`config.mk`:
```
export PLATFORM = sky130hd
export DESIGN_NAME = status_reg_flat
export DESIGN_NICKNAME = d
export VERILOG_FILES = /design/src/rtl/status_reg_if.sv /design/src/rtl/status_reg.sv /design/src/flat_wrapper.sv
export SDC_FILE = /design/constraint.sdc
export NUM_CORES = 1
export LEC_CHECK = 0
export CORE_MARGIN = 2
export CORE_UTILIZATION = 27
export DETAILED_ROUTE_END_ITERATION = 10
export GPL_ROUTABILITY_DRIVEN = 0
export GPL_TIMING_DRIVEN = 0
export PLACE_DENSITY = 0.77
export SETUP_SLACK_MARGIN = 0.4
export SLEW_MARGIN = 40
export SYNTH_ARGS = -nofsm -noshare
export SYNTH_HDL_FRONTEND = slang
export SYNTH_SLANG_ARGS = --single-unit
```
`constraint.sdc`:
```
create_clock -name clk -period 1.5 [get_ports clk]
set_input_delay 0.15 -clock clk [delete_from_list [all_inputs] [get_ports clk]]
set_output_delay 0.15 -clock clk [all_outputs]
set_load 0.01 [all_outputs]
```
`src/rtl/status_reg_if.sv`:
```
// Bus between the 6502 control/ALU side and the processor status register.
interface status_reg_if;
  localparam int unsigned FLAG_W = 4;
  localparam int unsigned DATA_W = 8;

  logic                alu_zero;
  logic                alu_negative;
  logic                alu_overflow;
  logic                alu_c_out;
  logic [FLAG_W-1:0]   flag_upd;
  logic                ld_p;
  logic [DATA_W-1:0]   db_in;
  logic                set_c;
  logic                clr_c;
  logic                set_i;
  logic                clr_i;
  logic                set_d;
  logic                clr_d;
  logic                clr_v;
  logic                push_b;
  logic [1:0]          cond_sel;
  logic                cond_val;
  logic [DATA_W-1:0]   p_out;
  logic                c_in;
  logic                bcd;
  logic                irq_mask;
  logic                branch_taken;

  // Control/ALU side
  modport master (
    output alu_zero, alu_negative, alu_overflow, alu_c_out, flag_upd,
    output ld_p, db_in, set_c, clr_c, set_i, clr_i, set_d, clr_d, clr_v,
    output push_b, cond_sel, cond_val,
    input  p_out, c_in, bcd, irq_mask, branch_taken
  );

  // Status register side
  modport slave (
    input  alu_zero, alu_negative, alu_overflow, alu_c_out, flag_upd,
    input  ld_p, db_in, set_c, clr_c, set_i, clr_i, set_d, clr_d, clr_v,
    input  push_b, cond_sel, cond_val,
    output p_out, c_in, bcd, irq_mask, branch_taken
  );
endinterface

```
`src/rtl/status_reg.sv`:
```
// 6502 processor status register P = {N,V,1,B,D,I,Z,C}.
// Each flag resolves independently: bus load > set > clr > ALU capture > hold.
module status_reg #(
  parameter bit          CLR_D_ON_RESET = 1'b1,
  parameter int unsigned I_MASK_DELAY   = 1
) (
  input logic         clk,
  input logic         reset_n,
  status_reg_if.slave bus
);

  localparam int unsigned UPD_N = 3;
  localparam int unsigned UPD_V = 2;
  localparam int unsigned UPD_Z = 1;
  localparam int unsigned UPD_C = 0;

  logic n_q, n_d;
  logic v_q, v_d;
  logic d_q, d_d;
  logic i_q, i_d;
  logic z_q, z_d;
  logic c_q, c_d;

  // Bits 5:4 of the bus byte have no storage in P
  logic unused_db;
  assign unused_db = ^bus.db_in[5:4];

  // Per-flag next-state resolution
  always_comb begin
    n_d = n_q;
    v_d = v_q;
    d_d = d_q;
    i_d = i_q;
    z_d = z_q;
    c_d = c_q;
    if (bus.ld_p) begin
      n_d = bus.db_in[7];
      v_d = bus.db_in[6];
      d_d = bus.db_in[3];
      i_d = bus.db_in[2];
      z_d = bus.db_in[1];
      c_d = bus.db_in[0];
    end else begin
      if (bus.flag_upd[UPD_N]) n_d = bus.alu_negative;

      if (bus.clr_v)                   v_d = 1'b0;
      else if (bus.flag_upd[UPD_V])    v_d = bus.alu_overflow;

      if (bus.set_d)                   d_d = 1'b1;
      else if (bus.clr_d)              d_d = 1'b0;

      if (bus.set_i)                   i_d = 1'b1;
      else if (bus.clr_i)              i_d = 1'b0;

      if (bus.flag_upd[UPD_Z]) z_d = bus.alu_zero;

      if (bus.set_c)                   c_d = 1'b1;
      else if (bus.clr_c)              c_d = 1'b0;
      else if (bus.flag_upd[UPD_C])    c_d = bus.alu_c_out;
    end
  end

  // Flag registers other than D
  always_ff @(posedge clk or negedge reset_n) begin
    if (!reset_n) begin
      n_q <= 1'b0;
      v_q <= 1'b0;
      i_q <= 1'b1;
      z_q <= 1'b0;
      c_q <= 1'b0;
    end else begin
      n_q <= n_d;
      v_q <= v_d;
      i_q <= i_d;
      z_q <= z_d;
      c_q <= c_d;
    end
  end

  generate
    if (CLR_D_ON_RESET) begin : g_d_clr
      // D cleared by reset (CMOS behaviour)
      always_ff @(posedge clk or negedge reset_n) begin
        if (!reset_n) d_q <= 1'b0;
        else          d_q <= d_d;
      end
    end else begin : g_d_keep
      // D frozen through reset (NMOS behaviour)
      always_ff @(posedge clk or negedge reset_n) begin
        if (!reset_n) d_q <= d_q;
        else          d_q <= d_d;
      end
    end

    if (I_MASK_DELAY == 0) begin : g_irq_direct
      assign bus.irq_mask = i_q;
    end else begin : g_irq_delay
      logic irq_q;
      // Mask lags I by one cycle so CLI lets one more instruction run
      always_ff @(posedge clk or negedge reset_n) begin
        if (!reset_n) irq_q <= 1'b1;
        else          irq_q <= i_q;
      end
      assign bus.irq_mask = irq_q;
    end
  endgenerate

  assign bus.p_out = {n_q, v_q, 1'b1, bus.push_b, d_q, i_q, z_q, c_q};
  assign bus.c_in  = c_q;
  assign bus.bcd   = d_q;

  // Branch condition from registered flags only
  always_comb begin
    bus.branch_taken = 1'b0;
    case (bus.cond_sel)
      2'd0:    bus.branch_taken = (n_q == bus.cond_val);
      2'd1:    bus.branch_taken = (v_q == bus.cond_val);
      2'd2:    bus.branch_taken = (c_q == bus.cond_val);
      default: bus.branch_taken = (z_q == bus.cond_val);
    endcase
  end

endmodule

```
`src/flat_wrapper.sv`:
```
// flat-port wrapper written by rule: the top's interface ports become plain ports
module status_reg_flat 
#(
  parameter bit          CLR_D_ON_RESET = 1'b1,
  parameter int unsigned I_MASK_DELAY   = 1
)
  (clk, reset_n, bus_alu_zero, bus_alu_negative, bus_alu_overflow, bus_alu_c_out, bus_flag_upd, bus_ld_p, bus_db_in, bus_set_c, bus_clr_c, bus_set_i, bus_clr_i, bus_set_d, bus_clr_d, bus_clr_v, bus_push_b, bus_cond_sel, bus_cond_val, bus_p_out, bus_c_in, bus_bcd, bus_irq_mask, bus_branch_taken);
  status_reg_if bus_i ();
  input logic clk;
  input logic reset_n;
  input wire logic [$bits(bus_i.alu_zero)-1:0] bus_alu_zero;
  input wire logic [$bits(bus_i.alu_negative)-1:0] bus_alu_negative;
  input wire logic [$bits(bus_i.alu_overflow)-1:0] bus_alu_overflow;
  input wire logic [$bits(bus_i.alu_c_out)-1:0] bus_alu_c_out;
  input wire logic [$bits(bus_i.flag_upd)-1:0] bus_flag_upd;
  input wire logic [$bits(bus_i.ld_p)-1:0] bus_ld_p;
  input wire logic [$bits(bus_i.db_in)-1:0] bus_db_in;
  input wire logic [$bits(bus_i.set_c)-1:0] bus_set_c;
  input wire logic [$bits(bus_i.clr_c)-1:0] bus_clr_c;
  input wire logic [$bits(bus_i.set_i)-1:0] bus_set_i;
  input wire logic [$bits(bus_i.clr_i)-1:0] bus_clr_i;
  input wire logic [$bits(bus_i.set_d)-1:0] bus_set_d;
  input wire logic [$bits(bus_i.clr_d)-1:0] bus_clr_d;
  input wire logic [$bits(bus_i.clr_v)-1:0] bus_clr_v;
  input wire logic [$bits(bus_i.push_b)-1:0] bus_push_b;
  input wire logic [$bits(bus_i.cond_sel)-1:0] bus_cond_sel;
  input wire logic [$bits(bus_i.cond_val)-1:0] bus_cond_val;
  output wire logic [$bits(bus_i.p_out)-1:0] bus_p_out;
  output wire logic [$bits(bus_i.c_in)-1:0] bus_c_in;
  output wire logic [$bits(bus_i.bcd)-1:0] bus_bcd;
  output wire logic [$bits(bus_i.irq_mask)-1:0] bus_irq_mask;
  output wire logic [$bits(bus_i.branch_taken)-1:0] bus_branch_taken;
  assign bus_i.alu_zero = bus_alu_zero;
  assign bus_i.alu_negative = bus_alu_negative;
  assign bus_i.alu_overflow = bus_alu_overflow;
  assign bus_i.alu_c_out = bus_alu_c_out;
  assign bus_i.flag_upd = bus_flag_upd;
  assign bus_i.ld_p = bus_ld_p;
  assign bus_i.db_in = bus_db_in;
  assign bus_i.set_c = bus_set_c;
  assign bus_i.clr_c = bus_clr_c;
  assign bus_i.set_i = bus_set_i;
  assign bus_i.clr_i = bus_clr_i;
  assign bus_i.set_d = bus_set_d;
  assign bus_i.clr_d = bus_clr_d;
  assign bus_i.clr_v = bus_clr_v;
  assign bus_i.push_b = bus_push_b;
  assign bus_i.cond_sel = bus_cond_sel;
  assign bus_i.cond_val = bus_cond_val;
  assign bus_p_out = bus_i.p_out;
  assign bus_c_in = bus_i.c_in;
  assign bus_bcd = bus_i.bcd;
  assign bus_irq_mask = bus_i.irq_mask;
  assign bus_branch_taken = bus_i.branch_taken;
  status_reg #(.CLR_D_ON_RESET(CLR_D_ON_RESET), .I_MASK_DELAY(I_MASK_DELAY)) u_core (.clk(clk), .reset_n(reset_n), .bus(bus_i));
endmodule
```
==> impl_metrics.py <==
metrics = {
    "pwr": {
        "pwr-share-clk": 0.269,
        "max-vdd-ir-drop_v": 0.0004134,
        "p_leak_nw": 0.4251,
        "power.density_mw_per_mm2": 714.4,
        "swShare": 0.2477,
        "finalPower_uw": 646.2,
        "p_int_uw": 486.1,
        "combPwrFrac": 0.392,
        "power_frac_seq": 0.339,
        "switching_power_uw": 160.1,
    },
    "finish": {
        "final_cell_area_um2": 904.6,
        "antenna_cells": 0,
        "drive_above_1_share": 0.3864,
        "nets": 119,
        "syn2layout_area_growth_pct": 126.6,
        "nFillCells": 100,
        "final_cell_mix": "clkdlybuf4s50_1 (26), buf_6 (14), buf_4 (8)",
        "final_common_cell": "clkdlybuf4s50_1",
    },
    "global_routing": {
        "grt_overflow": 0,
        "antenna_found_initial": 0,
        "grt_max_degree": 11,
        "grt_pass1_wl_um": 2180,
        "gr-usage-all-layers": 0.1690,
        "grt_pass1_vias": 455,
    },
    "worst_setup_path": {
        "crit_fanout": 2,
        "cp.arrival_ps": 1410,
        "crit_type": "reg2out",
        "cp-end-kind": "output port",
        "crit_path_start_kind": "flip-flop",
        "cp.required_ps": 1350,
    },
    "clock_network": {
        "cts.path.max_buffers": 2,
        "path_clk_slew_ps": 60,
        "cts.sinks": 7,
        "hold_buffers": 0,
        "cts_root_buf": "clkbuf_4",
        "insertion_delay_ps": 250,
        "cts_buffers": 3,
        "h-tree-depth": 1,
        "cts_tree": "yes",
    },
    "synthesis": {
        "syn_area_um2": 399.1,
        "synth_seq_cells": 7,
        "synth_fp_nets": 69,
        "yosys-top-cells-area": "dfrtp_1 (31%), buf_4 (15%), dfstp_2 (13%)",
        "yosys.area.top_type": "dfrtp_1",
        "yosysWarningCount": 0,
        "ys_types": 15,
        "netlist.area_leader.share": 0.3135,
        "avgSynthCellArea_um2": 10.23,
        "synth-seq-area-share": 0.4451,
        "syn_inst": 39,
    },
    "sta": {
        "layout_setup_ws_ps": -62.80,
        "slew_viol_final": 0,
        "min_period_over_period": 1.042,
        "hold_violations": 0,
        "fin_skew_ps": 0.1047,
        "rsz0062_at_grt": "yes",
        "fmax_mhz": 639.9,
        "min_period_ps": 1563,
        "setup_viol": 1,
    },
    "drt": {
        "met3_wirelength_um": 133,
        "viasPerCell": 4.466,
        "num_vias": 460,
        "wirelength_um": 1320,
        "ant_nets": 0,
        "drc": 0,
        "wl_per_cell_um": 12.82,
        "drt-met1-wl_um": 522,
        "met2_length_um": 642,
        "dr.first_iter.drc_count": 4,
        "dr.pass1.iters": 4,
        "route.top_layer_used": "met4",
    },
    "placed_design": {
        "port_buffers": 37,
        "dp_hpwl_um": 913.3,
        "place_area_um2": 795.8,
    },
    "die": {
        "core_mm2": 0.001334,
        "die-area_mm2": 0.001802,
        "fp.dieH_um": 42.45,
        "row_count": 13,
        "die_w_um": 42.45,
        "io_pins": 42,
        "start_util": 0.2992,
    },
    "status": {
        "status": "finished with violations",
        "violations": "setup timing",
    },
    "worst_hold_path": {
        "hp-class": "in2async",
    },
    "flow_run": {
        "cap_violations": 0,
    },
}
==> cells in the mapped netlist <==
| cell | count |
|---|---|
| dfstp_2 | 2 |
| conb_1 | 1 |
| mux2i_1 | 4 |
| xnor2_1 | 1 |
| inv_1 | 2 |
| o21bai_1 | 1 |
| clkbuf_1 | 1 |
| o21ai_0 | 4 |
| dfrtp_1 | 5 |
| nand2_1 | 5 |
| buf_4 | 8 |
| mux4_2 | 1 |
| o31ai_1 | 1 |
| a21oi_1 | 2 |
| mux2_2 | 1 |
==> worst paths after layout <==
check	from	to	slack, ps	depth (start not counted)
min reg2reg	u_core.i_q	u_core.bus.irq_mask	500	1
max reg2reg	u_core.bus.c_in	u_core.bus.c_in	420	4
max in group asynchronous	reset_n	u_core.i_q	1060	1
min in group clk	bus_db_in[1]	u_core.z_q	460	3
min	reset_n	u_core.bus.bcd	150	1
max	u_core.z_q	bus_branch_taken	-60	3
==> per-layer routing <==
metal,vias to the layer above,GRT usage
li1,219,-
met3,2,0.04310
met2,31,0.2554
met4,0,0.1313
met1,208,0.2016
met5,-,0
==> timing repair <==
item,CTS,global route
resized for setup,51,4
setup endpoints to repair,10,13
buffers inserted,6,2
endpoints found under the hold margin,0,0
==> power by group through the flow <==
stage / Combinational, mW / Sequential (mW) / Clock [mW]
floorplan: 0.0761 / 0.225 / 0
global placement: 0.210 / 0.223 / 0
detailed placement: 0.213 / 0.224 / 0
CTS: 0.243 / 0.218 / 0.181
global route: 0.273 / 0.221 / 0.191
finish: 0.253 / 0.219 / 0.174
==> cell type report <==
cell class / count / area (um2) / share of cell area
buffer: 9 / 80.08 / 0.08852
clock buffer: 4 / 26.28 / 0.02905
inverter: 2 / 7.507 / 0.008299
multi-input combinational: 21 / 157.7 / 0.1743
sequential: 7 / 177.7 / 0.1964
tap: 15 / 18.77 / 0.02075
timing repair buffer: 45 / 436.7 / 0.4827
==> cell families after synthesis <==
logic type | share of synthesized area
buf+inv | 0.1787
simple gates | 0.04703
compound gates | 0.1129
other cells | 0.009395
xor+xnor | 0.02195
mux | 0.1850
flops | 0.4451
==> critical path: stages, from the launching register on <==
cell	delay, ps
dfrtp_1	380
mux4_2	500
xnor2_2	140
buf_2	140
==> through the flow <==
step	hold WS [ps]	setup WS [ps]	TNS [ps]	util	cells
4_1_cts	161.7	-64.10	-64.10	0.6623	101
3_3_place_gp	365.2	-474.2	-474.2	0.5966	91
6_report	154.2	-62.80	-62.80	0.6782	103
3_5_place_dp	368.8	-497.3	-497.3	0.5966	91
5_1_grt	180.1	-104.4	-104.4	0.6782	103
2_1_floorplan	-145.6	259.9	0	-	39
==> state kept, by name, summed over array words and instances (netlist names) <==
register and count:
u_core.i_q 1, u_core.z_q 1, u_core.bus.bcd 1, u_core.bus.c_in 1, u_core.n_q 1, u_core.v_q 1
u_core.bus.irq_mask 1
Power figures use the tool's default switching activity.
